File: src/rtl/pool_pkg.sv
// pool_pkg: shared FSM state type, default geometry and derived frame sizes for the pooling controller.
package pool_pkg;
  localparam int DW_DEF    = 8;
  localparam int IMG_W_DEF = 6;
  localparam int IMG_H_DEF = 6;
  localparam int N_IN      = IMG_W_DEF * IMG_H_DEF;
  localparam int N_OUT     = (IMG_W_DEF / 2) * (IMG_H_DEF / 2);
  typedef enum logic [2:0] {IDLE, CLEAR, GAP, FEED, DRAIN, FIN} state_t;
endpackage

File: src/rtl/pool_if.sv
// pool_if: pixel stream, pooler control/result and frame status signals of the pooling controller.
interface pool_if
  import pool_pkg::*;
#(
  parameter int DW = DW_DEF
);
  logic          start;
  logic          in_valid;
  logic [DW-1:0] in_data;
  logic          in_ready;
  logic          pool_ce;
  logic          pool_rst;
  logic [DW-1:0] pool_din;
  logic [DW-1:0] pool_dout;
  logic          pool_valid;
  logic          pool_end;
  logic          out_valid;
  logic [DW-1:0] out_data;
  logic          out_last;
  logic          busy;
  logic          done;
  logic          frame_err;
  modport slave (
    input  start, in_valid, in_data, pool_dout, pool_valid, pool_end,
    output in_ready, pool_ce, pool_rst, pool_din, out_valid, out_data, out_last, busy, done, frame_err
  );
  modport master (
    output start, in_valid, in_data, pool_dout, pool_valid, pool_end,
    input  in_ready, pool_ce, pool_rst, pool_din, out_valid, out_data, out_last, busy, done, frame_err
  );
endinterface

File: src/rtl/pool_ctrl.sv
// pool_ctrl: frame sequencer that clears, feeds and drains an external pooler and re-times its results.
module pool_ctrl
  import pool_pkg::*;
#(
  parameter int DW        = DW_DEF,
  parameter int IMG_W     = IMG_W_DEF,
  parameter int IMG_H     = IMG_H_DEF,
  parameter int DRAIN_MAX = 16
) (
  input logic  clk,
  input logic  master_rst,
  pool_if.slave bus
);
  localparam int IN_TOT  = IMG_W * IMG_H;
  localparam int OUT_TOT = (IMG_W / 2) * (IMG_H / 2);
  localparam int IW      = $clog2(IN_TOT + 1);
  localparam int OW      = $clog2(OUT_TOT + 1);
  localparam int DCW     = $clog2(DRAIN_MAX + 1);
  state_t         state, nxt;
  logic [IW-1:0]  in_cnt;
  logic [OW-1:0]  out_cnt;
  logic [DCW-1:0] drain_cnt;
  logic           accept, run, last_in, timeout;
  assign accept  = state == FEED && bus.in_valid;
  assign run     = state == FEED || state == DRAIN;
  assign last_in = accept && in_cnt == IW'(IN_TOT - 1);
  assign timeout = state == DRAIN && drain_cnt == DCW'(DRAIN_MAX - 1);
  assign bus.in_ready = state == FEED;
  assign bus.pool_ce  = accept || state == DRAIN;
  assign bus.pool_rst = master_rst || state == CLEAR;
  assign bus.pool_din = bus.in_data;
  assign bus.busy     = state != IDLE;
  assign bus.done     = state == FIN;
  always_comb begin
    nxt = state;
    unique case (state)
      IDLE:    nxt = bus.start ? CLEAR : IDLE;
      CLEAR:   nxt = GAP;
      GAP:     nxt = FEED;
      FEED:    nxt = last_in ? DRAIN : FEED;
      DRAIN:   nxt = bus.out_last || bus.pool_end || timeout ? FIN : DRAIN;
      FIN:     nxt = IDLE;
      default: nxt = IDLE;
    endcase
  end
  always_ff @(posedge clk or posedge master_rst) begin
    if (master_rst) state <= IDLE;
    else state <= nxt;
  end
  always_ff @(posedge clk or posedge master_rst) begin
    if (master_rst) begin
      in_cnt        <= '0;
      out_cnt       <= '0;
      drain_cnt     <= '0;
      bus.out_valid <= 1'b0;
      bus.out_data  <= '0;
      bus.out_last  <= 1'b0;
      bus.frame_err <= 1'b0;
    end else begin
      if (state == CLEAR) begin
        in_cnt    <= '0;
        out_cnt   <= '0;
        drain_cnt <= '0;
      end else begin
        if (accept) in_cnt <= in_cnt + 1'b1;
        if (run && bus.pool_valid) out_cnt <= out_cnt + 1'b1;
        if (state == DRAIN) drain_cnt <= drain_cnt + 1'b1;
      end
      bus.out_valid <= run && bus.pool_valid;
      bus.out_last  <= run && bus.pool_valid && out_cnt == OW'(OUT_TOT - 1);
      if (run && bus.pool_valid) bus.out_data <= bus.pool_dout;
      // an accepted start clears the flag; a start while busy sets it
      if (bus.start) bus.frame_err <= state != IDLE;
      else if (timeout) bus.frame_err <= 1'b1;
    end
  end
endmodule

File: src/flat_wrapper.sv
// flat-port wrapper written by rule: the top's interface ports become plain ports
module pool_ctrl_flat import pool_pkg::*;
#(
  parameter int DW        = DW_DEF,
  parameter int IMG_W     = IMG_W_DEF,
  parameter int IMG_H     = IMG_H_DEF,
  parameter int DRAIN_MAX = 16
)
  (clk, master_rst, bus_start, bus_in_valid, bus_in_data, bus_pool_dout, bus_pool_valid, bus_pool_end, bus_in_ready, bus_pool_ce, bus_pool_rst, bus_pool_din, bus_out_valid, bus_out_data, bus_out_last, bus_busy, bus_done, bus_frame_err);
  pool_if #(.DW(DW)) bus_i ();
  input logic clk;
  input logic master_rst;
  input wire logic [$bits(bus_i.start)-1:0] bus_start;
  input wire logic [$bits(bus_i.in_valid)-1:0] bus_in_valid;
  input wire logic [$bits(bus_i.in_data)-1:0] bus_in_data;
  input wire logic [$bits(bus_i.pool_dout)-1:0] bus_pool_dout;
  input wire logic [$bits(bus_i.pool_valid)-1:0] bus_pool_valid;
  input wire logic [$bits(bus_i.pool_end)-1:0] bus_pool_end;
  output wire logic [$bits(bus_i.in_ready)-1:0] bus_in_ready;
  output wire logic [$bits(bus_i.pool_ce)-1:0] bus_pool_ce;
  output wire logic [$bits(bus_i.pool_rst)-1:0] bus_pool_rst;
  output wire logic [$bits(bus_i.pool_din)-1:0] bus_pool_din;
  output wire logic [$bits(bus_i.out_valid)-1:0] bus_out_valid;
  output wire logic [$bits(bus_i.out_data)-1:0] bus_out_data;
  output wire logic [$bits(bus_i.out_last)-1:0] bus_out_last;
  output wire logic [$bits(bus_i.busy)-1:0] bus_busy;
  output wire logic [$bits(bus_i.done)-1:0] bus_done;
  output wire logic [$bits(bus_i.frame_err)-1:0] bus_frame_err;
  assign bus_i.start = bus_start;
  assign bus_i.in_valid = bus_in_valid;
  assign bus_i.in_data = bus_in_data;
  assign bus_i.pool_dout = bus_pool_dout;
  assign bus_i.pool_valid = bus_pool_valid;
  assign bus_i.pool_end = bus_pool_end;
  assign bus_in_ready = bus_i.in_ready;
  assign bus_pool_ce = bus_i.pool_ce;
  assign bus_pool_rst = bus_i.pool_rst;
  assign bus_pool_din = bus_i.pool_din;
  assign bus_out_valid = bus_i.out_valid;
  assign bus_out_data = bus_i.out_data;
  assign bus_out_last = bus_i.out_last;
  assign bus_busy = bus_i.busy;
  assign bus_done = bus_i.done;
  assign bus_frame_err = bus_i.frame_err;
  pool_ctrl #(.DW(DW), .IMG_W(IMG_W), .IMG_H(IMG_H), .DRAIN_MAX(DRAIN_MAX)) u_core (.clk(clk), .master_rst(master_rst), .bus(bus_i));
endmodule
File: config.mk
export PLATFORM = sky130hd
export DESIGN_NAME = pool_ctrl_flat
export DESIGN_NICKNAME = d
export VERILOG_FILES = /design/src/rtl/pool_pkg.sv /design/src/rtl/pool_if.sv /design/src/rtl/pool_ctrl.sv /design/src/flat_wrapper.sv
export SDC_FILE = /design/constraint.sdc
export NUM_CORES = 1
export LEC_CHECK = 0
export BUFFER_PORTS_ARGS = -buffer_cell sky130_fd_sc_hd__buf_2
export CAP_MARGIN = 25
export CORE_MARGIN = 4
export CORE_UTILIZATION = 51
export CTS_CLUSTER_DIAMETER = 60
export DETAILED_ROUTE_END_ITERATION = 8
export GPL_TIMING_DRIVEN = 1
export PLACE_DENSITY = 0.81
export SYNTH_ARGS = -nofsm -noshare
export SYNTH_HDL_FRONTEND = slang
export SYNTH_SLANG_ARGS = --single-unit
File: constraint.sdc
create_clock -name clk -period 1.85 [get_ports clk]
set_input_delay 0.37 -clock clk [delete_from_list [all_inputs] [get_ports clk]]
set_output_delay 0.37 -clock clk [all_outputs]
set_load 0.005 [all_outputs]
==> metrics.csv, run 1 <==
stage,metric,value,unit
global_route,grt_pass1_vias,1251,
finish,register_area,728.2,um^2
worst_setup_path,r2r_start,u_core.drain_cnt[0],
global_route,grt_max_degree,30,
pwr,combPwrFrac,0.219,
yosys,syn-num-nets,176,
yosys,async_flop_share,1.000,
finish,layout-drive-gt1-share,0.3568,
placed_design,io_buffers,29,
global_route,overflow,0,
global_route,grt_usage,0.1849,
pwr,switchingPower,523.6,uW
sta,clock.fmax,569.3,MHz
detailed_routing,routed_wl,3.363,mm
sta,hold_violations,0,
sta,min_period,1.757,ns
floorplan,rows,19,
floorplan,initial_core_util,0.5468,
worst_setup_path,arrival,1.39,ns
yosys,synthFlopType,dfrtp_1,
finish,instances_no_fill,216,
placed_design,dp_hpwl,2.434,mm
yosys,ys_types,36,
sta,drv_slew,0,
clock_network,cts_tree,done,
sta,fin_hold_ws,0.1823,ns
yosys,synth.cell_area,1534,um^2
sta,relSlewSlack,0.7612,
finish,fill_cells,237,
pwr,p_per_area,936.5,nW/um^2
detailed_routing,postRouteAntennaNets,0,
detailed_routing,dr.first_iter.drc_count,102,
finish,design_area,1805,um^2
floorplan,die_w,62.85,um
clock_network,cts.sinks,29,
yosys,syn_inst,149,
pwr,peakVddDrop,0.0007094,V
pwr,totalPowerFinal,1.691,mW
finish,antennaDiodeCount,0,
global_route,met3_usage,0.08094,
sta,fin_tns_setup,0,ns
run_status,status,"complete, no violations",
detailed_routing,wl_per_cell,15.57,um
clock_network,cts.reportedPaths.clkPinSlew,0.10,ns
placed_design,dp_slack,0.1832,ns
global_route,antenna_found_initial,0,
detailed_routing,drc,0,
job,maxCapViolCount,0,
yosys,ys_warn_count,0,
finish,multi_input_area,684.4,um^2
worst_setup_path,worstSetupPathType,flip-flop to output port,
placed_design,placed_cell_area,1684,um^2
finish,fin_util,0.6436,
pwr,p_leak,0.8594,nW
floorplan,core-area,2805,um^2
sta,fin_worst_skew,0.01058,ns
floorplan,die_h,62.85,um
yosys,synth_edf_count,0,
finish,finalNetCount,211,
clock_network,cts_buffer_depth,2,
clock_network,insertion_delay,0.33,ns
floorplan,num_io_pins,46,
detailed_routing,num_vias,1270,
global_route,grt_pass1_wl,5.775,mm
global_route,grt_util_met2,0.3049,
finish,syn2layout_area_growth,17.70,%
pwr,sw_frac_of_total,0.3097,
global_route,grt.busiest_layer,met2,
sta,rsz0062_at_grt,false,
hold_path,hold_class,input port to asynchronous set/reset pin,
global_route,use_met1,0.2218,
worst_setup_path,r2r_slack,0.13,ns
worst_setup_path,cp-startpoint,u_core.state[1],
clock_network,root_buffer,clkbuf_4,
sta,finalSetupViolCount,0,
worst_setup_path,crit_fanout,6,
worst_setup_path,crit_required,1.48,ns
placed_design,placedCellCount,203,
detailed_routing,avgViaCountPerCell,5.880,
worst_setup_path,start_kind,flip-flop,
pwr,p_int,1.167,mW
detailed_routing,first_pass_iters,4,
worst_setup_path,cp-end-kind,output port,
placed_design,gp_congestion,0.8698,
pwr,pwr-share-seq,0.522,
sta,fin_crit_sh,0.9496,
clock_network,cts_buffers,5,
pwr,p_clk_frac,0.259,
clock_network,htree_levels,2,
sta,tightestPinTransition,0.3583,ns
floorplan,die_area,3949,um^2
yosys,syn_area_per_cell,10.30,um^2
sta,fin_ws,0.09332,ns
yosys,synth_seq_area_share,0.4731,
yosys,synth_seq_cells,29,
[critical path, stage by stage, from the launching register on]
cell     delay, ns
dfrtp_1       0.42
buf_4         0.15
and3b_2       0.20
buf_4         0.16
buf_2         0.12
[what timing repair did]
item                                    4_1_cts  5_1_grt
pin swaps                                     0        2
gates resized for setup                       1        6
hold buffers                                  0        0
endpoints found under the setup margin        2        3
setup buffers                                 1        4
[synth_stat cells (3+ instances only)]
library cell	count	area (um^2)
mux2_2	8	90.09
mux2i_1	4	40.04
nor3_1	5	25.02
inv_1	9	33.78
or3_1	3	18.77
buf_4	8	60.06
nand4b_1	3	26.28
ha_1	5	62.56
dfrtp_1	29	725.7
nor2_1	3	11.26
o211ai_1	3	22.52
a21oi_1	10	50.05
nand3_1	7	35.03
clkbuf_1	5	18.77
nand2_1	10	37.54
o21ai_0	11	55.05
a21o_1	3	22.52
[path summary, 6_finish.rpt]
kind / end / cells past startpoint
hold / removal: u_core.drain_cnt[3] / 3
setup / recovery: bus_in_ready / 4
max in group asynchronous: u_core.state[2] / 3
min in group clk: u_core.bus.out_data[3] / 2
setup reg to reg: u_core.state[0] / 6
hold reg to reg: u_core.out_cnt[3] / 1
[metal layers]
layer	wire length, um	vias up	part of all wire
li1	-	600	-
met1	1343	616	0.40
met2	1745	51	0.52
met3	250	3	0.074
met4	24	0	0.0071
met5	0	-	0
[kinds of logic after synthesis]
group,synth area share
AOI/OAI and AO/OA,0.1591
DFF,0.4731
and+or+nand+nor,0.1542
muxes,0.08483
adders and majority gates,0.04078
buffers and inverters,0.08809
[state kept, by name (all words and copies together), names as in the netlist]
signal	cells
u_core.bus.frame_err	1
u_core.bus.out_last	1
u_core.drain_cnt	5
u_core.bus.out_valid	1
u_core.bus.out_data	8
u_core.state	3
u_core.out_cnt	4
u_core.in_cnt	6
[cell usage in the layout (no fill, tap or decap), types with 2 or more instances in the layout]
cell type  netlist  layout
a21o_1           3       3
a21oi_1         10      10
a22o_1           2       2
and3_1           2       2
buf_2            0      29
buf_4            8      14
clkbuf_4         0       5
clkbuf_8         0       2
dfrtp_1         29      27
dfrtp_2          0       2
ha_1             5       5
inv_1            9       9
mux2_2           8       8
mux2i_1          4       4
nand2_1         10      10
nand3_1          7       7
nand4b_1         3       3
nor2_1           3       3
nor3_1           5       5
o211ai_1         3       3
o21ai_0         11      10
o31ai_1          2       2
or3_1            3       3
[power by group through the flow]
stage | clock, mW | sequential, mW | combinational (mW)
finish | 0.438 | 0.882 | 0.370
global route | 0.490 | 0.906 | 0.434
CTS | 0.452 | 0.879 | 0.367
detailed placement | 0 | 0.892 | 0.364
global placement | 0 | 0.880 | 0.345
floorplan | 0 | 0.864 | 0.265
[layout make-up]
cell class,count,share of cell area
inverter,9,0.01871
sequential,29,0.4033
timing repair buffer,43,0.1386
clock buffer,7,0.03604
clock inverter,1,0.002772
tap,31,0.02148
multi-input combinational,96,0.3791
(Power assumes the default switching activity.)
==> inputs of run 2 (changes only) <==
CAP_MARGIN = 20   (was 25)
CORE_MARGIN = unset   (was 4)
==> run 2 against run 1 <==
  * The flow now finishes with violations (DRC)
  * Power increased by 0.23%
  * Register-to-register slack about the same
  * Via count decreased by 2.7%
  * Fmax decreased by 1.0%
  * Worst setup slack got worse by 0.019 ns
  * Utilization decreased by 0.089 points
  * Combinational power about the same
  * Flip-flop and latch count unchanged
  * Hold slack got worse by 0.026 ns
  * Sequential power about the same
  * Critical path depth decreased by 1
  * Highest routed layer unchanged
==> metrics.csv, run 2 (same netlist as run 1, synthesis figures left out) <==
stage,metric,value,unit
run_status,status,"finished, violations left",
run_status,violations,DRC,
worst_setup_path,start_kind,flip-flop,
sta,finalSetupViolCount,0,
finish,largest_reg_flops,8,
clock_network,cts.reportedPaths.clkPinSlew,0.10,ns
global_route,grt_pass1_wl,5.368,mm
detailed_routing,drc,6,
pwr,p_int,1.164,mW
finish,register_area,726.9,um^2
worst_setup_path,path_cells,"or3b_4, nand2_1, buf_2",
detailed_routing,m1WireLength,1.478,mm
clock_network,cts_buffers,5,
pwr,combPwrFrac,0.217,
finish,multi_input_area,683.2,um^2
finish,final_cell_mix,"buf_2, dfrtp_1, buf_4",
sta,fin_hold_ws,0.1561,ns
floorplan,initial_core_util,0.5468,
sta,fin_worst_skew,0.01763,ns
worst_setup_path,cp-end-kind,output port,
detailed_routing,avgViaCountPerCell,5.749,
pwr,p_clk_frac,0.263,
sta,fin_tns_setup,0,ns
sta,drv_slew,0,
pwr,p_leak,0.8602,nW
pwr,switchingPower,530.7,uW
floorplan,die_area,3231,um^2
clock_network,cts.sinks,29,
placed_design,gp_congestion,0.8706,
worst_setup_path,cpPeakStageDelay,0.45,ns
clock_network,insertion_delay,0.34,ns
clock_network,cts_buffer_depth,2,
floorplan,die_h,56.85,um
sta,fin_crit_sh,0.9596,
sta,rsz0062_at_grt,false,
detailed_routing,highest_layer,met4,
floorplan,die_w,56.85,um
detailed_routing,met3_length,221,um
detailed_routing,first_pass_iters,6,
finish,fill_cells,207,
placed_design,dp_hpwl,2.338,mm
clock_network,cts_tree,done,
worst_setup_path,worstSetupPathType,flip-flop to output port,
detailed_routing,wl_met2,1.548,mm
detailed_routing,wl_per_cell,15.25,um
finish,antennaDiodeCount,0,
worst_setup_path,crit_required,1.48,ns
worst_setup_path,slowest_stage,dfrtp_1,
global_route,antenna_found_initial,0,
placed_design,dp_slack,0.1561,ns
sta,clock.fmax,563.3,MHz
sta,tightestPinTransition,0.3622,ns
global_route,grt_usage,0.2213,
clock_network,root_buffer,clkbuf_4,
global_route,grt_pass1_vias,1226,
sta,min_period,1.775,ns
sta,hold_violations,0,
global_route,grt_max_degree,30,
job,maxCapViolCount,0,
sta,fin_ws,0.07470,ns
pwr,pwr-share-seq,0.520,
pwr,p_per_area,940.0,nW/um^2
placed_design,io_buffers,29,
finish,finalNetCount,210,
hold_path,hold_class,input port to asynchronous set/reset pin,
worst_setup_path,crit_fanout,4,
sta,relSlewSlack,0.7585,
finish,layout-drive-gt1-share,0.3424,
detailed_routing,num_vias,1236,
detailed_routing,routed_wl,3.279,mm
detailed_routing,dr.first_iter.drc_count,50,
worst_setup_path,arrival,1.41,ns
floorplan,num_io_pins,46,
clock_network,htree_levels,2,
finish,syn2layout_area_growth,17.54,%
finish,regMostFlops,u_core.bus.out_data,
global_route,overflow,0,
floorplan,core-area,2805,um^2
finish,mostFrequentLayoutCell,buf_2,
finish,top_regs,"u_core.bus.out_data (8), u_core.in_cnt (6), u_core.drain_cnt (5)",
pwr,sw_frac_of_total,0.3131,
detailed_routing,postRouteAntennaNets,0,
floorplan,rows,19,
pwr,peakVddDrop,0.0006859,V
clock_network,holdBufCountCts,0,
[run 2: changes by cell type in the layout (fill, tap and decap cells not counted)]
cell	previous run	this run
buf_6	0	2
and3b_2	1	0
and3b_1	0	1
dfrtp_2	2	1
buf_4	14	11
dfrtp_1	27	28
[run 2: power by group through the flow]
| stage | combinational (mW) | clock, mW | sequential, mW |
|---|---|---|---|
| 6_report | 0.367 | 0.446 | 0.881 |
| 5_1_grt | 0.427 | 0.474 | 0.898 |
| 4_1_cts | 0.367 | 0.458 | 0.878 |
| 3_5_place_dp | 0.364 | 0 | 0.890 |
| 3_3_place_gp | 0.339 | 0 | 0.878 |
| 2_1_floorplan | 0.265 | 0 | 0.864 |
[run 2: path summary, 6_finish.rpt]
check | slack (ns) | cells past startpoint | from | end
worst max-delay path | 0.07 | 3 | u_core.state[0] | bus_pool_rst
worst min-delay path | 0.16 | 3 | master_rst | u_core.state[1]
worst max register to register | 0.14 | 6 | u_core.drain_cnt[0] | u_core.state[0]
worst min register to register | 0.47 | 1 | u_core.out_cnt[3] | u_core.out_cnt[3]
max in group asynchronous | 1.41 | 3 | master_rst | u_core.out_cnt[2]
min in group clk | 0.27 | 2 | bus_pool_dout[7] | u_core.bus.out_data[7]
[run 2: repair_timing]
| item | 4_1_cts | 5_1_grt |
|---|---|---|
| buffers inserted | 0 | 4 |
| resized for setup | 3 | 3 |
| pin swaps | 0 | 2 |
| setup endpoints to repair | 2 | 2 |
[run 2: metrics by stage]
step | instance area (um^2) | utilization | power (mW) | cells
3_3_place_gp | 1684 | 0.6004 | 1.217 | 203
5_1_grt | 1803 | 0.6427 | 1.799 | 215
3_5_place_dp | 1684 | 0.6004 | 1.254 | 203
6_report | 1803 | 0.6427 | 1.695 | 215
4_1_cts | 1764 | 0.6289 | 1.703 | 211
2_1_floorplan | 1534 | - | 1.129 | 149
[run 2: final cells by class]
cell class                 instances  share of cell area
clock buffer                       7             0.03609
clock inverter                     1            0.002776
inverter                           9             0.01874
multi-input combinational         96              0.3789
sequential                        29              0.4032
tap                               31             0.02151
timing repair buffer              42              0.1388
[run 2: critical path: cells and delay by family (launching register included)]
family                 cells  cell delay, ns
buffers and inverters      1            0.11
flip-flops                 1            0.45
AND/OR/NAND/NOR            2            0.51
[run 2: layer usage]
| layer | up-vias | track usage |
|---|---|---|
| li1 | 597 | - |
| met1 | 598 | 0.2808 |
| met2 | 37 | 0.3350 |
| met3 | 4 | 0.05991 |
| met4 | 0 | 0.1359 |
| met5 | - | 0 |
